## config.mk

```make
export PLATFORM = sky130hd
export DESIGN_NAME = reorder_buffer
export DESIGN_NICKNAME = d
export VERILOG_FILES = /design/src/rtl/reorder_buffer_pkg.sv /design/src/rtl/reorder_buffer_ptr.sv /design/src/rtl/reorder_buffer.sv
export SDC_FILE = /design/constraint.sdc
export NUM_CORES = 2
export LEC_CHECK = 0
export ABC_AREA = 1
export CORE_UTILIZATION = 50
export CTS_CLUSTER_SIZE = 14
export DETAILED_ROUTE_END_ITERATION = 8
export MAX_ROUTING_LAYER = met4
export PLACE_DENSITY = 0.67
export SETUP_SLACK_MARGIN = 0.5
export SYNTH_ARGS = -nofsm -noshare
export SYNTH_HDL_FRONTEND = slang
export SYNTH_HIERARCHICAL = 1
export SYNTH_SLANG_ARGS = --single-unit
export TNS_END_PERCENT = 100
```

## constraint.sdc

```tcl
create_clock -name clk -period 33.2 [get_ports clk]
set_input_delay 6.64 -clock clk [delete_from_list [all_inputs] [get_ports clk]]
set_output_delay 6.64 -clock clk [all_outputs]
set_load 0.03 [all_outputs]
```

## src/rtl/reorder_buffer_pkg.sv

```systemverilog
// Shared reorder-buffer types and constants, also used by the register-status
// table and the reservation stations.
package reorder_buffer_pkg;

    localparam int ROB_ENTRIES = 16;
    localparam int ROB_TAG_W   = 6;
    localparam int ROB_IDX_W   = 4;
    localparam int ROB_REG_W   = 5;
    localparam int ROB_DATA_W  = 32;

    localparam logic [ROB_TAG_W-1:0] ROB_INVALID_TAG = 6'b010000;

    typedef struct packed {
        logic                  busy;
        logic                  ready;
        logic [ROB_REG_W-1:0]  dest;
        logic [ROB_DATA_W-1:0] value;
    } rob_entry_t;

    // Only tags of the form {2'b00, idx} name an entry.
    function automatic logic rob_tag_valid(input logic [ROB_TAG_W-1:0] tag);
        return tag[ROB_TAG_W-1:ROB_IDX_W] == '0;
    endfunction

    function automatic logic [ROB_TAG_W-1:0] rob_make_tag(input logic [ROB_IDX_W-1:0] idx);
        return {2'b00, idx};
    endfunction

endpackage

```

## src/rtl/reorder_buffer_ptr.sv

```systemverilog
// rob_ptr: 4-bit wrapping pointer with increment and synchronous clear;
// clear wins over increment.
module rob_ptr
    import reorder_buffer_pkg::*;
(
    input  logic                 clk,
    input  logic                 rst,
    input  logic                 inc,
    input  logic                 clr,
    output logic [ROB_IDX_W-1:0] ptr
);

    logic [ROB_IDX_W-1:0] ptr_q;
    logic [ROB_IDX_W-1:0] ptr_d;

    always_comb begin
        ptr_d = ptr_q;
        if (clr) begin
            ptr_d = '0;
        end else if (inc) begin
            ptr_d = ptr_q + ROB_IDX_W'(1);
        end
    end

    // NOTE: state registers use non-blocking assignments; next state is
    // computed with blocking assignments in always_comb only.
    always_ff @(posedge clk or posedge rst) begin
        if (rst) begin
            ptr_q <= '0;
        end else begin
            ptr_q <= ptr_d;
        end
    end

    assign ptr = ptr_q;

endmodule

```

## src/rtl/reorder_buffer.sv

```systemverilog
// 16-entry in-order-retire reorder buffer with CDB capture and operand query.
// Optional macro ROB_CDB_BYPASS_EN forwards a same-cycle CDB result to the query port.
module reorder_buffer
    import reorder_buffer_pkg::*;
#(
    parameter int ENTRIES = 16,
    parameter int DATA_W  = 32
) (
    input  logic                 clk,
    input  logic                 rst,
    input  logic                 alloc_valid,
    input  logic [4:0]           alloc_dest,
    output logic                 alloc_ready,
    output logic [ROB_TAG_W-1:0] alloc_tag,
    input  logic                 cdb_valid,
    input  logic [ROB_TAG_W-1:0] cdb_tag,
    input  logic [DATA_W-1:0]    cdb_value,
    input  logic [ROB_TAG_W-1:0] query_tag,
    output logic                 query_ready,
    output logic [DATA_W-1:0]    query_value,
    output logic                 commit_valid,
    output logic [4:0]           commit_reg,
    output logic [ROB_TAG_W-1:0] commit_tag,
    output logic [DATA_W-1:0]    commit_value,
    input  logic                 flush,
    output logic [4:0]           count
);

    rob_entry_t entries_q [ENTRIES];
    rob_entry_t entries_d [ENTRIES];

    logic [4:0]           count_q, count_d;
    logic                 commit_valid_q, commit_valid_d;
    logic [4:0]           commit_reg_q, commit_reg_d;
    logic [ROB_TAG_W-1:0] commit_tag_q, commit_tag_d;
    logic [DATA_W-1:0]    commit_value_q, commit_value_d;

    logic [ROB_IDX_W-1:0] head, tail;
    logic [ROB_IDX_W-1:0] cdb_idx, query_idx;
    logic                 alloc_fire, commit_fire, cdb_hit, query_hit;

    assign cdb_idx     = cdb_tag[ROB_IDX_W-1:0];
    assign query_idx   = query_tag[ROB_IDX_W-1:0];
    assign alloc_ready = (count_q != 5'(ENTRIES));
    assign alloc_tag   = alloc_ready ? rob_make_tag(tail) : ROB_INVALID_TAG;
    assign alloc_fire  = alloc_valid && alloc_ready;
    assign commit_fire = (count_q != '0) && entries_q[head].ready;
    assign cdb_hit     = cdb_valid && rob_tag_valid(cdb_tag) && entries_q[cdb_idx].busy;
    assign query_hit   = rob_tag_valid(query_tag) && entries_q[query_idx].busy;

    rob_ptr u_head (
        .clk (clk),
        .rst (rst),
        .inc (commit_fire && !flush),
        .clr (flush),
        .ptr (head)
    );

    rob_ptr u_tail (
        .clk (clk),
        .rst (rst),
        .inc (alloc_fire && !flush),
        .clr (flush),
        .ptr (tail)
    );

    // Flush overrides allocation, CDB capture and commit on the same edge.
    always_comb begin
        entries_d      = entries_q;
        count_d        = count_q;
        commit_valid_d = 1'b0;
        commit_reg_d   = commit_reg_q;
        commit_tag_d   = commit_tag_q;
        commit_value_d = commit_value_q;
        if (flush) begin
            for (int i = 0; i < ENTRIES; i++) begin
                entries_d[i].busy  = 1'b0;
                entries_d[i].ready = 1'b0;
            end
            count_d = '0;
        end else begin
            if (alloc_fire) begin
                entries_d[tail] = '{busy: 1'b1, ready: 1'b0, dest: alloc_dest, value: '0};
            end
            if (cdb_hit) begin
                entries_d[cdb_idx].ready = 1'b1;
                entries_d[cdb_idx].value = ROB_DATA_W'(cdb_value);
            end
            if (commit_fire) begin
                commit_valid_d  = 1'b1;
                commit_reg_d    = entries_q[head].dest;
                commit_tag_d    = rob_make_tag(head);
                commit_value_d  = DATA_W'(entries_q[head].value);
                entries_d[head] = '0;
            end
            count_d = count_q + {4'd0, alloc_fire} - {4'd0, commit_fire};
        end
    end

    // NOTE: the entry array is reset explicitly because a mid-run reset must
    // drop every in-flight entry; it is small enough to live in flops.
    always_ff @(posedge clk or posedge rst) begin
        if (rst) begin
            for (int i = 0; i < ENTRIES; i++) begin
                entries_q[i] <= '0;
            end
            count_q        <= '0;
            commit_valid_q <= 1'b0;
            commit_reg_q   <= '0;
            commit_tag_q   <= '0;
            commit_value_q <= '0;
        end else begin
            entries_q      <= entries_d;
            count_q        <= count_d;
            commit_valid_q <= commit_valid_d;
            commit_reg_q   <= commit_reg_d;
            commit_tag_q   <= commit_tag_d;
            commit_value_q <= commit_value_d;
        end
    end

    always_comb begin
        query_ready = 1'b0;
        query_value = '0;
        if (query_hit && entries_q[query_idx].ready) begin
            query_ready = 1'b1;
            query_value = DATA_W'(entries_q[query_idx].value);
        end
`ifdef ROB_CDB_BYPASS_EN
        if (query_hit && cdb_valid && rob_tag_valid(cdb_tag) && (cdb_idx == query_idx)) begin
            query_ready = 1'b1;
            query_value = cdb_value;
        end
`endif
    end

    assign commit_valid = commit_valid_q;
    assign commit_reg   = commit_reg_q;
    assign commit_tag   = commit_tag_q;
    assign commit_value = commit_value_q;
    assign count        = count_q;

endmodule

```

==> results.rst <==
.. list-table::
   :header-rows: 1

   * - Metric
     - Value
   * - Summed negative setup slack over all endpoints
     - 0 ns
   * - Number of top-level pins
     - roughly 140
   * - Depth of the most critical reg-to-reg path
     - 13
   * - Post-synthesis sequential area ratio
     - between 30% and 40%
   * - Placed wire-length estimate after detailed placement
     - 111.4 mm
   * - Clock Pin Slew Worst Setup and Hold Paths
     - ~0.060 ns
   * - Arr. time, crit path
     - 11.24 ns
   * - Number of I/O port buffers
     - approximately 140
   * - Average via count per standard cell
     - just under 7
   * - Slew HR
     - 8.556%
   * - DRC violation total after the first TritonRoute iteration
     - 9273
   * - Critical Path Sink Type
     - output port
   * - Residual DRC count
     - 0
   * - All-Layer GR Usage
     - 45.26%
   * - Critical setup path kind
     - in -> out
   * - Root buffer cell
     - sky130_fd_sc_hd__clkbuf_16
   * - Number of global-route vias before repair
     - 47812
   * - Largest net degree at the start of global routing
     - 192
   * - CP startpoint
     - query_tag[0]
   * - Max-slew violation count
     - 0
   * - Unrepaired setup endpoints after global routing
     - false
   * - Post-cts sizing count
     - 0
   * - Leakage power
     - 0.02439 µW
   * - Final-report setup violation count
     - 0
   * - Highest net fanout along the worst path
     - 169
   * - Number of flip-flops under the largest register name
     - between 600 and 700
   * - Critical path startpoint category
     - primary input
   * - Hold violation count in the final report
     - 0
   * - Number of cells produced by synthesis
     - 6781
   * - Power per Cell Area
     - 44.63 nW/µm²
   * - Peak clock frequency supported by timing
     - 55.93 MHz
   * - Worst hold stages
     - 2
   * - Required time reported for the critical path endpoint
     - 26.56 ns
   * - Wire length of the first global-routing pass
     - 306.5 mm
   * - Die X
     - 302.7 µm
   * - Worst IR drop on VDD
     - 35.37 µV
   * - Final routed wire length divided by cell count
     - 26.64 µm
   * - Maximum level of the CTS H-tree
     - 3
   * - Antenna violations before repair
     - 6
   * - Max-cap check violation count
     - 0
   * - Number of standard cells in the final layout excluding fillers
     - around 7700
   * - Vias after detailed routing
     - 52141
   * - Mean area per synthesized cell
     - 6.667 µm²
   * - Deepest clock path buffer count
     - 3
   * - Synthesis warning total
     - 6
   * - Clock tree from TritonCTS
     - built
   * - Layout cells sized above 1
     - 4.822%
   * - Source-to-sink clock delay at the later pin of the worst-skew pair
     - 0.67 ns
   * - Worst min path class
     - reg -> reg
   * - Weighted congestion at the end of routability-driven global placement
     - 0.9861
   * - Setup crit end
     - query_value[26]
   * - Most flops, register
     - entries_q
   * - Fill cell total of the finished layout
     - between 8000 and 9000
   * - Tightest Pin Transition
     - 1.370 ns
   * - Netlist area before placement
     - about 45000 µm²
   * - Effective utilization at floorplan
     - 50.84%
   * - Sum of routed wire length over all layers
     - 205.3 mm
   * - Setup slack of the most critical reg-to-reg path
     - between 20 and 30 ns
   * - Total die area
     - 91630 µm²
   * - Clock period minus worst slack
     - 17.88 ns
   * - #FFs+latches synth
     - 679
   * - Num CTS Buffers
     - 82
   * - Number of distinct standard cells referenced by the synthesized netlist
     - 34
   * - Overall power after layout
     - 2186 µW
   * - Buffers inserted during post-CTS setup optimization
     - 0
   * - Worst clock skew
     - around 0.032 ns
   * - Worst reg2reg endpoint
     - entries_q[452]$_DFFE_PP0N_
   * - Outcome
     - finished, final reports clean
   * - Number of nets with antenna violations after routing
     - 0
   * - Detailed-router iteration count before antenna repair
     - 8
   * - Vertical die dimension
     - 302.7 µm
   * - Sinks on the clock net
     - 679
   * - Cts hold-fix bufs
     - 0
   * - Number of instances in the placed design
     - 7549
   * - Reg2Reg Launch Point
     - entries_q[545]$_DFF_PP0_
   * - Core box area
     - 88920 µm²
   * - Final net count
     - around 6500
   * - Area added between synthesis and finish
     - 8.330%
   * - Remaining global-route overflow
     - 0
   * - Portion of the clock cycle consumed by the worst path in the final layout
     - a little over half
   * - Row Count
     - 109
-- layout make-up --
type / count / area [µm²] / area share [%]
multi-input cells: 5284 / 24780 / 50.60
flip-flops and latches: 679 / 16990 / 34.69
clock buffers: 130 / 2577 / 5.263
repair buffers: 237 / 2231 / 4.555
well taps: 1165 / 1458 / 2.976
inverters: 184 / 716.9 / 1.464
clock inverters: 18 / 201.4 / 0.4113
diodes: 7 / 17.52 / 0.03577
-- where the power goes --
part / leakage (µW) / switching, µW / internal [µW]
registers: 0.00943 / 33.4 / 863
clock network: 0.00138 / 396 / 561
logic: 0.0136 / 255 / 78.0
total: 0.0244 / 684 / 1500
-- Yosys cell counts --
cell / count / area [µm²]
sky130_fd_sc_hd__a32o_1: 2 / 20.02
sky130_fd_sc_hd__o21ai_0: 206 / 1031
sky130_fd_sc_hd__clkinv_1: 3 / 11.26
sky130_fd_sc_hd__nand2_2: 10 / 62.56
sky130_fd_sc_hd__a32oi_1: 2 / 17.52
sky130_fd_sc_hd__buf_4: 38 / 285.3
sky130_fd_sc_hd__clkbuf_1: 358 / 1344
sky130_fd_sc_hd__nor3_1: 32 / 160.2
sky130_fd_sc_hd__a22oi_1: 280 / 2102
sky130_fd_sc_hd__a31oi_1: 1 / 6.260
sky130_fd_sc_hd__nor3b_2: 1 / 12.51
sky130_fd_sc_hd__xor2_1: 1 / 8.760
sky130_fd_sc_hd__nor2_1: 157 / 589.3
sky130_fd_sc_hd__nor2_4: 2 / 22.52
sky130_fd_sc_hd__nor2_2: 7 / 43.79
sky130_fd_sc_hd__fa_1: 1 / 20.02
sky130_fd_sc_hd__nand2_1: 2957 / 11100
sky130_fd_sc_hd__nand3_2: 11 / 110.1
sky130_fd_sc_hd__xnor2_1: 1 / 8.760
sky130_fd_sc_hd__a221oi_1: 122 / 1069
sky130_fd_sc_hd__o22ai_1: 39 / 244.0
sky130_fd_sc_hd__inv_1: 160 / 600.6
sky130_fd_sc_hd__buf_1: 53 / 198.9
sky130_fd_sc_hd__buf_6: 27 / 304.0
sky130_fd_sc_hd__ha_1: 8 / 100.1
sky130_fd_sc_hd__conb_1: 1 / 3.750
sky130_fd_sc_hd__inv_2: 21 / 78.83
sky130_fd_sc_hd__a21oi_1: 324 / 1622
sky130_fd_sc_hd__nand2_4: 3 / 33.78
sky130_fd_sc_hd__buf_2: 160 / 800.8
sky130_fd_sc_hd__nand4_1: 507 / 3172
sky130_fd_sc_hd__dfrtp_1: 679 / 16990
sky130_fd_sc_hd__o21ai_1: 10 / 50.05
sky130_fd_sc_hd__nand3_1: 597 / 2988
-- cells in the final DEF (no fill, tap or decap), types with 122 or more instances in the layout --
master and count:
sky130_fd_sc_hd__nand2_1 2957, sky130_fd_sc_hd__a21oi_1 324, sky130_fd_sc_hd__inv_1 153, sky130_fd_sc_hd__dfrtp_1 679, sky130_fd_sc_hd__a22oi_1 280, sky130_fd_sc_hd__nand4_1 507, sky130_fd_sc_hd__clkdlybuf4s50_1 134, sky130_fd_sc_hd__nand3_1 596
sky130_fd_sc_hd__a221oi_1 122, sky130_fd_sc_hd__nor2_1 139, sky130_fd_sc_hd__o21ai_0 206
-- critical path: stages --
cell and delay, ns:
sky130_fd_sc_hd__buf_8 0.25, sky130_fd_sc_hd__inv_8 0.78, sky130_fd_sc_hd__buf_4 0.97, sky130_fd_sc_hd__nand2_1 0.14
sky130_fd_sc_hd__a221oi_1 0.75, sky130_fd_sc_hd__nor2_1 0.30, sky130_fd_sc_hd__nand2_1 0.13, sky130_fd_sc_hd__nand2_1 0.08
sky130_fd_sc_hd__nor2_1 0.23, sky130_fd_sc_hd__clkdlybuf4s50_1 0.72
-- metal layers --
metal / routed length (µm) / track usage [%]
met1: 75890 / 58.79
met2: 82160 / 60.49
met3: 35420 / 17.99
met4: 11790 / 22.19
met5: 0 / -
-- metrics by stage --
stage | hold slack (ns) | area, µm² | util [%] | setup slack (ns)
2_1_floorplan | 0.4699 | 45220 | - | 7.752
3_3_place_gp | 0.4532 | 46180 | 51.93 | 15.82
3_5_place_dp | 0.4575 | 46180 | 51.93 | 15.80
4_1_cts | 0.4714 | 48960 | 55.06 | 15.78
5_1_grt | 0.4929 | 48970 | 55.08 | 15.38
6_report | 0.4684 | 48980 | 55.08 | 15.32
-- worst min-delay path by stage --
stage	from	end	slack (ns)
final	commit_reg[4]$_DFFE_PP0P_	commit_reg[4]$_DFFE_PP0P_	0.47
after global routing	commit_value[6]$_DFFE_PP0P_	commit_value[6]$_DFFE_PP0P_	0.49
after CTS	commit_value[11]$_DFFE_PP0P_	commit_value[11]$_DFFE_PP0P_	0.47
after detailed placement	commit_value[11]$_DFFE_PP0P_	commit_value[11]$_DFFE_PP0P_	0.46
after global placement	commit_value[25]$_DFFE_PP0P_	commit_value[25]$_DFFE_PP0P_	0.45
after floorplan	entries_q[227]$_DFFE_PP0N_	entries_q[227]$_DFFE_PP0N_	0.47
-- cell families after synthesis --
kind of cell | count (synthesis) | synth area share (%)
AO/OA/AOI/OAI | 986 | 13.63
XOR/XNOR | 2 | 0.03875
adder cells (fa/ha/maj) | 9 | 0.2657
buffers and inverters | 820 | 8.015
flip-flops | 679 | 37.58
other | 1 | 0.008294
AND/OR/NAND/NOR | 4284 | 40.46
Note: power is estimated with default switching activity, not from simulation.
